## src/rtl/sine_sample_fifo.sv

```systemverilog
// sine_sample_fifo
//   Captures the sine generator output on each rising edge of a divided
//   sample tick into a circular FIFO and exposes it to the CPU through an
//   Avalon-MM slave. A programmable fill threshold raises a level interrupt
//   so software can drain captured waveform blocks.
//
// Ports
//   Clk           system clock, all logic on its rising edge
//   Reset         synchronous, active-high reset
//   ChipSelect    Avalon slave select
//   Write, Read   Avalon strobes, qualified by ChipSelect
//   Address       register select: 0 CTRL, 1 STATUS, 2 DATA, 3 THRESH
//   WriteData     Avalon write data
//   ReadData      registered read data, latency 1, holds when idle
//   iData_sin     sample from the sine generator
//   iSample_tick  divided sample clock, used as a level in the Clk domain
//   irq           threshold interrupt, level-sensitive
module sine_sample_fifo #(
    parameter int DATA_W = 10,
    parameter int DEPTH  = 64,
    parameter int LVL_W  = 7
) (
    input  logic              Clk,
    input  logic              Reset,
    input  logic              ChipSelect,
    input  logic              Write,
    input  logic              Read,
    input  logic [1:0]        Address,
    input  logic [31:0]       WriteData,
    output logic [31:0]       ReadData,
    input  logic [DATA_W-1:0] iData_sin,
    input  logic              iSample_tick,
    output logic              irq
);

    localparam int               PTR_W      = $clog2(DEPTH);
    localparam logic [LVL_W-1:0] FULL_LVL   = LVL_W'(DEPTH);
    localparam logic [LVL_W-1:0] THRESH_RST = LVL_W'(DEPTH / 2);

    localparam logic [1:0] ADDR_CTRL   = 2'd0;
    localparam logic [1:0] ADDR_STATUS = 2'd1;
    localparam logic [1:0] ADDR_DATA   = 2'd2;
    localparam logic [1:0] ADDR_THRESH = 2'd3;

    logic [DATA_W-1:0] mem [DEPTH];
    logic [PTR_W-1:0]  wr_ptr, rd_ptr;
    logic [LVL_W-1:0]  level, level_next, thresh, thresh_wr;
    logic              capture_en, irq_en, one_shot;
    logic              overflow, pending, tick_d;

    logic              wr_cs, rd_cs, flush, pop, push_req, push;
    logic              empty, full, pend_set, drop;
    logic              wr_ctrl, wr_status, wr_thresh;
    logic [31:0]       rd_mux;

    logic              unused_wdata;
    assign unused_wdata = &{1'b0, WriteData[31:12], WriteData[9:7]};

    always_comb begin
        wr_cs     = ChipSelect & Write;
        rd_cs     = ChipSelect & Read;
        wr_ctrl   = wr_cs && (Address == ADDR_CTRL);
        wr_status = wr_cs && (Address == ADDR_STATUS);
        wr_thresh = wr_cs && (Address == ADDR_THRESH);

        empty     = (level == '0);
        full      = (level == FULL_LVL);
        flush     = wr_ctrl && WriteData[2];

        push_req  = iSample_tick & ~tick_d & capture_en;
        // Flush wins over any push or pop in the same cycle.
        pop       = rd_cs && (Address == ADDR_DATA) && !empty && !flush;
        // A simultaneous pop frees a slot, so a push into a full FIFO is accepted.
        push      = push_req && (!full || pop) && !flush;
        drop      = push_req && full && !pop && !flush;

        level_next = level;
        if (push && !pop)
            level_next = level + LVL_W'(1);
        else if (pop && !push)
            level_next = level - LVL_W'(1);

        // Edge-detect the crossing so a level parked above the threshold,
        // or a threshold rewritten below it, never re-raises pending.
        pend_set = (thresh != '0) && (level < thresh) && (level_next >= thresh) && !flush;

        thresh_wr = (WriteData[LVL_W-1:0] > FULL_LVL) ? FULL_LVL : WriteData[LVL_W-1:0];

        rd_mux = '0;
        case (Address)
            ADDR_CTRL: begin
                rd_mux[0] = capture_en;
                rd_mux[1] = irq_en;
                rd_mux[3] = one_shot;
            end
            ADDR_STATUS: begin
                rd_mux[LVL_W-1:0] = level;
                rd_mux[8]         = empty;
                rd_mux[9]         = full;
                rd_mux[10]        = overflow;
                rd_mux[11]        = pending;
            end
            ADDR_DATA: begin
                if (!empty) begin
                    rd_mux[DATA_W-1:0] = mem[rd_ptr];
                    rd_mux[31]         = 1'b1;
                end
            end
            default: rd_mux[LVL_W-1:0] = thresh;
        endcase
    end

    // Sample storage is kept out of the reset domain; level gates visibility.
    always_ff @(posedge Clk) begin
        if (push)
            mem[wr_ptr] <= iData_sin;
    end

    always_ff @(posedge Clk) begin
        if (Reset) begin
            ReadData   <= '0;
            irq        <= 1'b0;
            capture_en <= 1'b0;
            irq_en     <= 1'b0;
            one_shot   <= 1'b0;
            level      <= '0;
            wr_ptr     <= '0;
            rd_ptr     <= '0;
            overflow   <= 1'b0;
            pending    <= 1'b0;
            thresh     <= THRESH_RST;
            tick_d     <= 1'b0;
        end else begin
            tick_d <= iSample_tick;
            irq    <= pending & irq_en;

            if (rd_cs)
                ReadData <= rd_mux;

            if (push)
                wr_ptr <= wr_ptr + PTR_W'(1);
            if (pop)
                rd_ptr <= rd_ptr + PTR_W'(1);
            level <= level_next;

            // Software clears are ordered before hardware sets so a set wins.
            if (wr_status && WriteData[10])
                overflow <= 1'b0;
            if (wr_status && WriteData[11])
                pending <= 1'b0;
            if (pend_set)
                pending <= 1'b1;

            // Hardware clears of capture_en come before the CTRL write so an
            // explicit software write takes precedence.
            if (drop) begin
                if (one_shot)
                    capture_en <= 1'b0;
                else
                    overflow <= 1'b1;
            end
            if (push && one_shot && (level_next == FULL_LVL))
                capture_en <= 1'b0;

            if (wr_ctrl) begin
                capture_en <= WriteData[0];
                irq_en     <= WriteData[1];
                one_shot   <= WriteData[3];
            end
            if (wr_thresh)
                thresh <= thresh_wr;

            if (flush) begin
                wr_ptr  <= '0;
                rd_ptr  <= '0;
                level   <= '0;
                pending <= 1'b0;
            end
        end
    end

endmodule
```

## config.mk

```make
export PLATFORM = sky130hd
export DESIGN_NAME = sine_sample_fifo
export DESIGN_NICKNAME = d
export VERILOG_FILES = /design/src/rtl/sine_sample_fifo.sv
export SDC_FILE = /design/constraint.sdc
export NUM_CORES = 1
export LEC_CHECK = 0
export ABC_AREA = 1
export CORE_MARGIN = 1.5
export CORE_UTILIZATION = 45
export DETAILED_ROUTE_END_ITERATION = 6
export GPL_ROUTABILITY_DRIVEN = 0
export PLACE_DENSITY = 0.6
export SLEW_MARGIN = 20
export SYNTH_ARGS = -nofsm -noshare
export SYNTH_HDL_FRONTEND = slang
export SYNTH_SLANG_ARGS = --single-unit
```

## constraint.sdc

```tcl
create_clock -name Clk -period 4.1 [get_ports Clk]
set_input_delay 0.82 -clock Clk [delete_from_list [all_inputs] [get_ports Clk]]
set_output_delay 0.82 -clock Clk [all_outputs]
set_load 0.02 [all_outputs]
```

After elaboration in Yosys (flattened, before gate mapping)
Memory sizes are Yosys's and may differ from the RTL's. A register that Yosys moved wholly into a read port is not among the register bits.
Cells that the tools add are included.

word-level totals
  flip-flop bits (word level) = 46
  memories = 1
  bits of input ports = 50
  bits in writable memories = 640

cells by class
  $add $sub $neg = 4
  reductions and logical operators = 35
  eq/ne operators = 5
  muxes and demuxes = 26
  order comparisons = 3
  bitwise operators = 6

memories
  name  words  width  read ports  clocked after Yosys merged registers in  write ports  RTL line  source
  mem   64     10     1           1                                        1            45        logic [DATA_W-1:0] mem [DEPTH];

operators by type and width
  cell                 count
  $logic_and 1x1->1    21
  $mux 7               3
  $eq 7x7->1 const B   2
  $mux 1               14
  $add 6x1->6 const B  2
  $mux 6               2
  $mux 10              1
  $pmux 3 s3           1
  $add 7x1->7 const B  1
  $ge 7x7->1           1
  $gt 7x7->1 const B   1
  $logic_not 7->1      1
  $lt 7x7->1           1
  $reduce_bool 7->1    1
  $sub 7x1->7 const B  1
  $pmux 1 s3           2
  $pmux 2 s3           1
  $reduce_bool 3->1    2
  $and 1x1->1          5
  $logic_not 1->1      5
  $eq 2x2->1 const B   2
  $pmux 2 s2           1
  $eq 2x1->1 const B   1
  $logic_not 2->1      1
  other kinds (6)      6

Longest topological paths before layout
  word-level depth = 16
  mapped depth = 22

Worst setup path after synthesis
Ideal clock, no wire load.

  path kind = in2reg
  start = in Address[0]
  end = mem mem[7][0] (enable)
  stages on the path = 13
  slack = 0.937 ns
  arrival time = 2.773 ns
  path buffers = 2
  setup time = 0.390 ns
  data required time = 3.710 ns
  cell sequence = inv_1 ha_1 nand3_2 clkinv_2 nand2_4 nand3_4 buf_6 nand2_4 nand2_4 inv_4 buf_12 nand3_1 nor3_1

on the way
  cells in the longest elaborated chain, start to end = 10
  elaborated cells between the ends (all ways) = 13

ends and longest elaborated chain
  element                           RTL line  source
  start, declared                   28        input logic [1:0] Address,
  $logic_not 2->1                   62        wr_ctrl = wr_cs && (Address == ADDR_CTRL);
  $logic_and 1x1->1                 62
  $logic_and 1x1->1                 68        flush = wr_ctrl && WriteData[2];
  $logic_not 1->1                   72, 74
  $logic_and 1x1->1                 72        pop = rd_cs && (Address == ADDR_DATA) && !empty && !flush;
  $logic_or 1x1->1                  74        push = push_req && (!full || pop) && !flush;
  $logic_and 1x1->1                 74
  $logic_and 1x1->1 (*)             74
  $mux 1 (*)                        115       if (push)
  $mux 1 (implied by the code) (*)  116       mem[wr_ptr] <= iData_sin;
  end, declared                     45

Every way passes the cells marked *; elsewhere a longest branch is shown, timed or not.

Final worst setup path
  start = in Address[0]
  end = reg pending

on the way
  cells in the longest elaborated chain, start to end = 16
  elaborated cells between the ends (all ways) = 26

ends and longest elaborated chain
  element                                      RTL line  source
  $logic_not 2->1                              62
  $logic_and 1x1->1                            62
  $logic_and 1x1->1                            68
  $logic_not 1->1                              72, 74
  $logic_and 1x1->1                            72
  $logic_or 1x1->1                             74
  $logic_and 1x1->1 (2 in a row)               74
  $logic_not 1->1                              80        else if (pop && !push)
  $logic_and 1x1->1                            80
  $mux 7                                       80
  $mux 7 (*)                                   78        if (push && !pop)
  via level_next[6]                            47        logic [LVL_W-1:0] level, level_next, thresh, thresh_wr;
  $ge 7x7->1 (*)                               85        pend_set = (thresh != '0) && (level < thresh) && (level_next >= thresh) && !flush;
  $logic_and 1x1->1 (*) (2 in a row)           85
  $mux 1 or $reduce_bool 2->1 (tied branches)  -
  end signal, assigned                         150       pending <= 1'b0;
  end signal, assigned                         152       pending <= 1'b1;
  end signal, assigned                         177       pending <= 1'b0;
  end, declared                                49        logic overflow, pending, tick_d;

Mark *: on every way through the listed nets, which the timed path passes. The rest lies on a longest branch.
A chain may end at the register's enable or synchronous reset.

==> results.py <==
metrics = {
    "cts": {
        "clk_latency_ps": 610,
        "cts_setup_buffers": 0,
        "clockRootBuffer": "clkbuf_16",
        "cts_buffers": 73,
        "cts_resized": 0,
        "cts_hold_buf": 0,
        "h-tree-depth": 3,
        "cts_tree": "done",
        "cts.clk_slew.worst_paths_ps": 60,
        "cts_buffer_depth": 3,
        "cts.sinks": 692,
    },
    "die": {
        "io-pin-count": 83,
        "rows": 93,
        "die_y_um": 258.3,
        "die_w_um": 258.3,
        "die_area_um2": 66740,
        "initial_core_util": 0.4551,
        "fp.coreArea_um2": 64460,
    },
    "yosys": {
        "yosys.area.top_type": "edfxtp_1",
        "yosysTopAreaCellShare": 0.6550,
        "synthTopCellsByCount": "nand2_1 (840), edfxtp_1 (640), nand3_1 (520), nor2_1 (132), buf_2 (64)",
        "yosys_warnings": 0,
        "synth-async-reset-ratio": 0,
        "syn_inst": 2614,
        "synth_area_per_cell_um2": 11.22,
        "synth.most_common_cell": "nand2_1",
        "synth.area.top_cells": "edfxtp_1 (66%), nand2_1 (11%), nand3_1 (8.9%)",
        "ys_seq_area_frac": 0.6905,
        "ys_seq_elements": 692,
        "yosysUniqueCellTypes": 50,
        "synthFlopType": "edfxtp_1",
        "synthesis.area_um2": 29340,
        "synth_enable_flop_cells": 640,
    },
    "sta": {
        "fmax_mhz": 307.7,
        "worst_slew_pin_slew_ps": 1112,
        "finalMaxSlewViolations": 0,
        "setup_viol": 0,
        "period_minus_slack_ps": 3250,
        "finalCritPeriodShare": 0.7927,
        "fin_tns_setup_ps": 0,
        "slew_headroom": 0.2588,
        "fin_skew_ps": 21.21,
        "rsz0062_at_grt": "no",
        "final_hold_viol_count": 0,
    },
    "critical_path": {
        "slowest_delay_ps": 520,
        "critical-path-slowest-cell": "clkdlybuf4s50_1",
        "reg2reg_to": "ReadData[6]",
        "crit_top_cell": "inv_1",
        "crit_required_ps": 4640,
        "start_kind": "input port",
        "crit_fanout": 13,
        "crit_arrival_ps": 3790,
        "crit_family": "simple AND/OR/NAND/NOR gates",
        "reg2reg_depth": 14,
        "endpoint_kind": "register",
        "r2r_slack_ps": 1210,
        "criticalPathCategory": "input port to register",
        "cp_cell_sequence": "clkdlybuf4s50_1, inv_1, ha_1, nand3_2, clkinv_2, nand2_4, inv_4, nor2_8, nand3_4, o21ai_2, inv_1, ha_1, nand2_1, inv_1, nand2_1, nor2_1, nand3_1, o2111ai_1, nand4_1, a21oi_1",
        "path_buf_inv": 6,
    },
    "cells_and_area": {
        "seq_area_um2": 20270,
        "area_growth_syn_to_layout_pct": 12.31,
        "num-nets-final": 2755,
        "multi_input_area_um2": 7866,
        "antenna_cells": 0,
        "finalNonFillerCells": 3592,
        "final_layout_size_suffix_gt1_frac": 0.09536,
        "fin_area_um2": 32950,
        "fill_cells": 5658,
    },
    "routing": {
        "avgViaCountPerCell": 5.390,
        "routed_wl_um": 74020,
        "first_pass_iters": 5,
        "post_drt_wl_per_cell_um": 20.61,
        "drtIter0Drc": 1736,
        "drc": 0,
        "vias": 19362,
        "ant_nets": 0,
    },
    "power": {
        "leakagePower_nw": 11.91,
        "vdd_ir_drop_max_mv": 0.4135,
        "power.density_nw_per_um2": 437.5,
    },
    "global_route": {
        "grt_max_degree": 161,
        "antenna_found_initial": 0,
        "grt_pass1_wl_um": 112600,
        "grt_use_total": 0.2229,
        "first_global_vias": 18407,
        "grt_overflow": 0,
    },
    "place": {
        "io_buffers": 40,
        "placed_cells": 3462,
        "dp_hpwl_um": 43920,
        "post_dp_cell_area_um2": 30650,
    },
    "worst_hold_path": {
        "hp-class": "register to register",
        "whs_path_depth": 2,
        "min_to": "ReadData[10]",
        "min-delay-start": "ReadData[10]",
    },
    "flow_run": {
        "drv_cap": 0,
    },
    "outcome": {
        "status": "completed",
    },
}
[through the flow]
stage	setup slack [ps]	hold WS [ps]	power, mW	utilization
after floorplan	937.5	422.5	8.051	-
final	850.0	467.0	14.42	0.5112
after global routing	601.6	485.1	14.84	0.5112
after global placement	253.4	455.4	8.228	0.4754
after CTS	899.7	467.6	14.53	0.5108
after detailed placement	268.9	458.2	8.235	0.4754
[where the power goes]
group | switching, mW | internal (mW)
logic | 0.276 | 0.0876
clock network | 2.65 | 3.68
registers | 0.0128 | 7.71
[how the worst max path moves through the flow]
stage,from,end,slack (ps),depth (start not counted)
2_1_floorplan,Address[0],mem[7][0],940,13
6_report,Address[0],pending,850,20
3_3_place_gp,Address[0],pending,250,20
4_1_cts,Address[0],pending,900,20
3_5_place_dp,Address[0],pending,270,20
5_1_grt,Address[0],pending,600,20
[flip-flops by register name, indices dropped and copies added (netlist names), named ones only]
signal / flops
capture_en: 1
irq: 1
rd_ptr: 6
irq_en: 1
one_shot: 1
pending: 1
tick_d: 1
ReadData: 13
level: 7
thresh: 7
mem: 640
overflow: 1
wr_ptr: 6
[worst min-delay path, stage by stage, from the launching register on]
cell and delay [ps]:
dfxtp_1 310, nand2_1 60, a21oi_1 50
[layout by cell type (no fill, tap or decap), drive strengths merged, types with 14 or more instances in the layout]
cell and n:
nand2 849, edfxtp 640, nand3 524, nor2 136, buf 116, clkbuf 88, inv 60, dfxtp 52
a21oi 50, o21ai 48, clkinv 33, clkdlybuf4s50 30, ha 22, conb 19, o221ai 14, nand4 14
[routing by layer]
layer  GRT usage  vias up  share of wire
li1            -     9239              -
met1      0.3000     9359           0.42
met2      0.3682      651           0.49
met3     0.03599      113          0.065
met4     0.07749        0          0.029
met5           0        -              0
[area by class of cell]
class	instances	area share
Sequential cell	692	0.6151
Multi-Input combinational cell	1710	0.2387
Clock buffer	88	0.06003
Timing Repair Buffer	146	0.03721
Tap cell	855	0.03247
Clock inverter	41	0.009151
Inverter	60	0.007328
[logic make-up after synthesis]
| kind of cell | synth area share |
|---|---|
| compound gates | 0.02418 |
| xor+xnor | 0.002687 |
| fa+ha+maj | 0.009382 |
| buf+inv | 0.04371 |
| flops | 0.6905 |
| other cells | 0.0001278 |
| simple gates | 0.2294 |
Note: power is estimated with default switching activity, not from simulation.
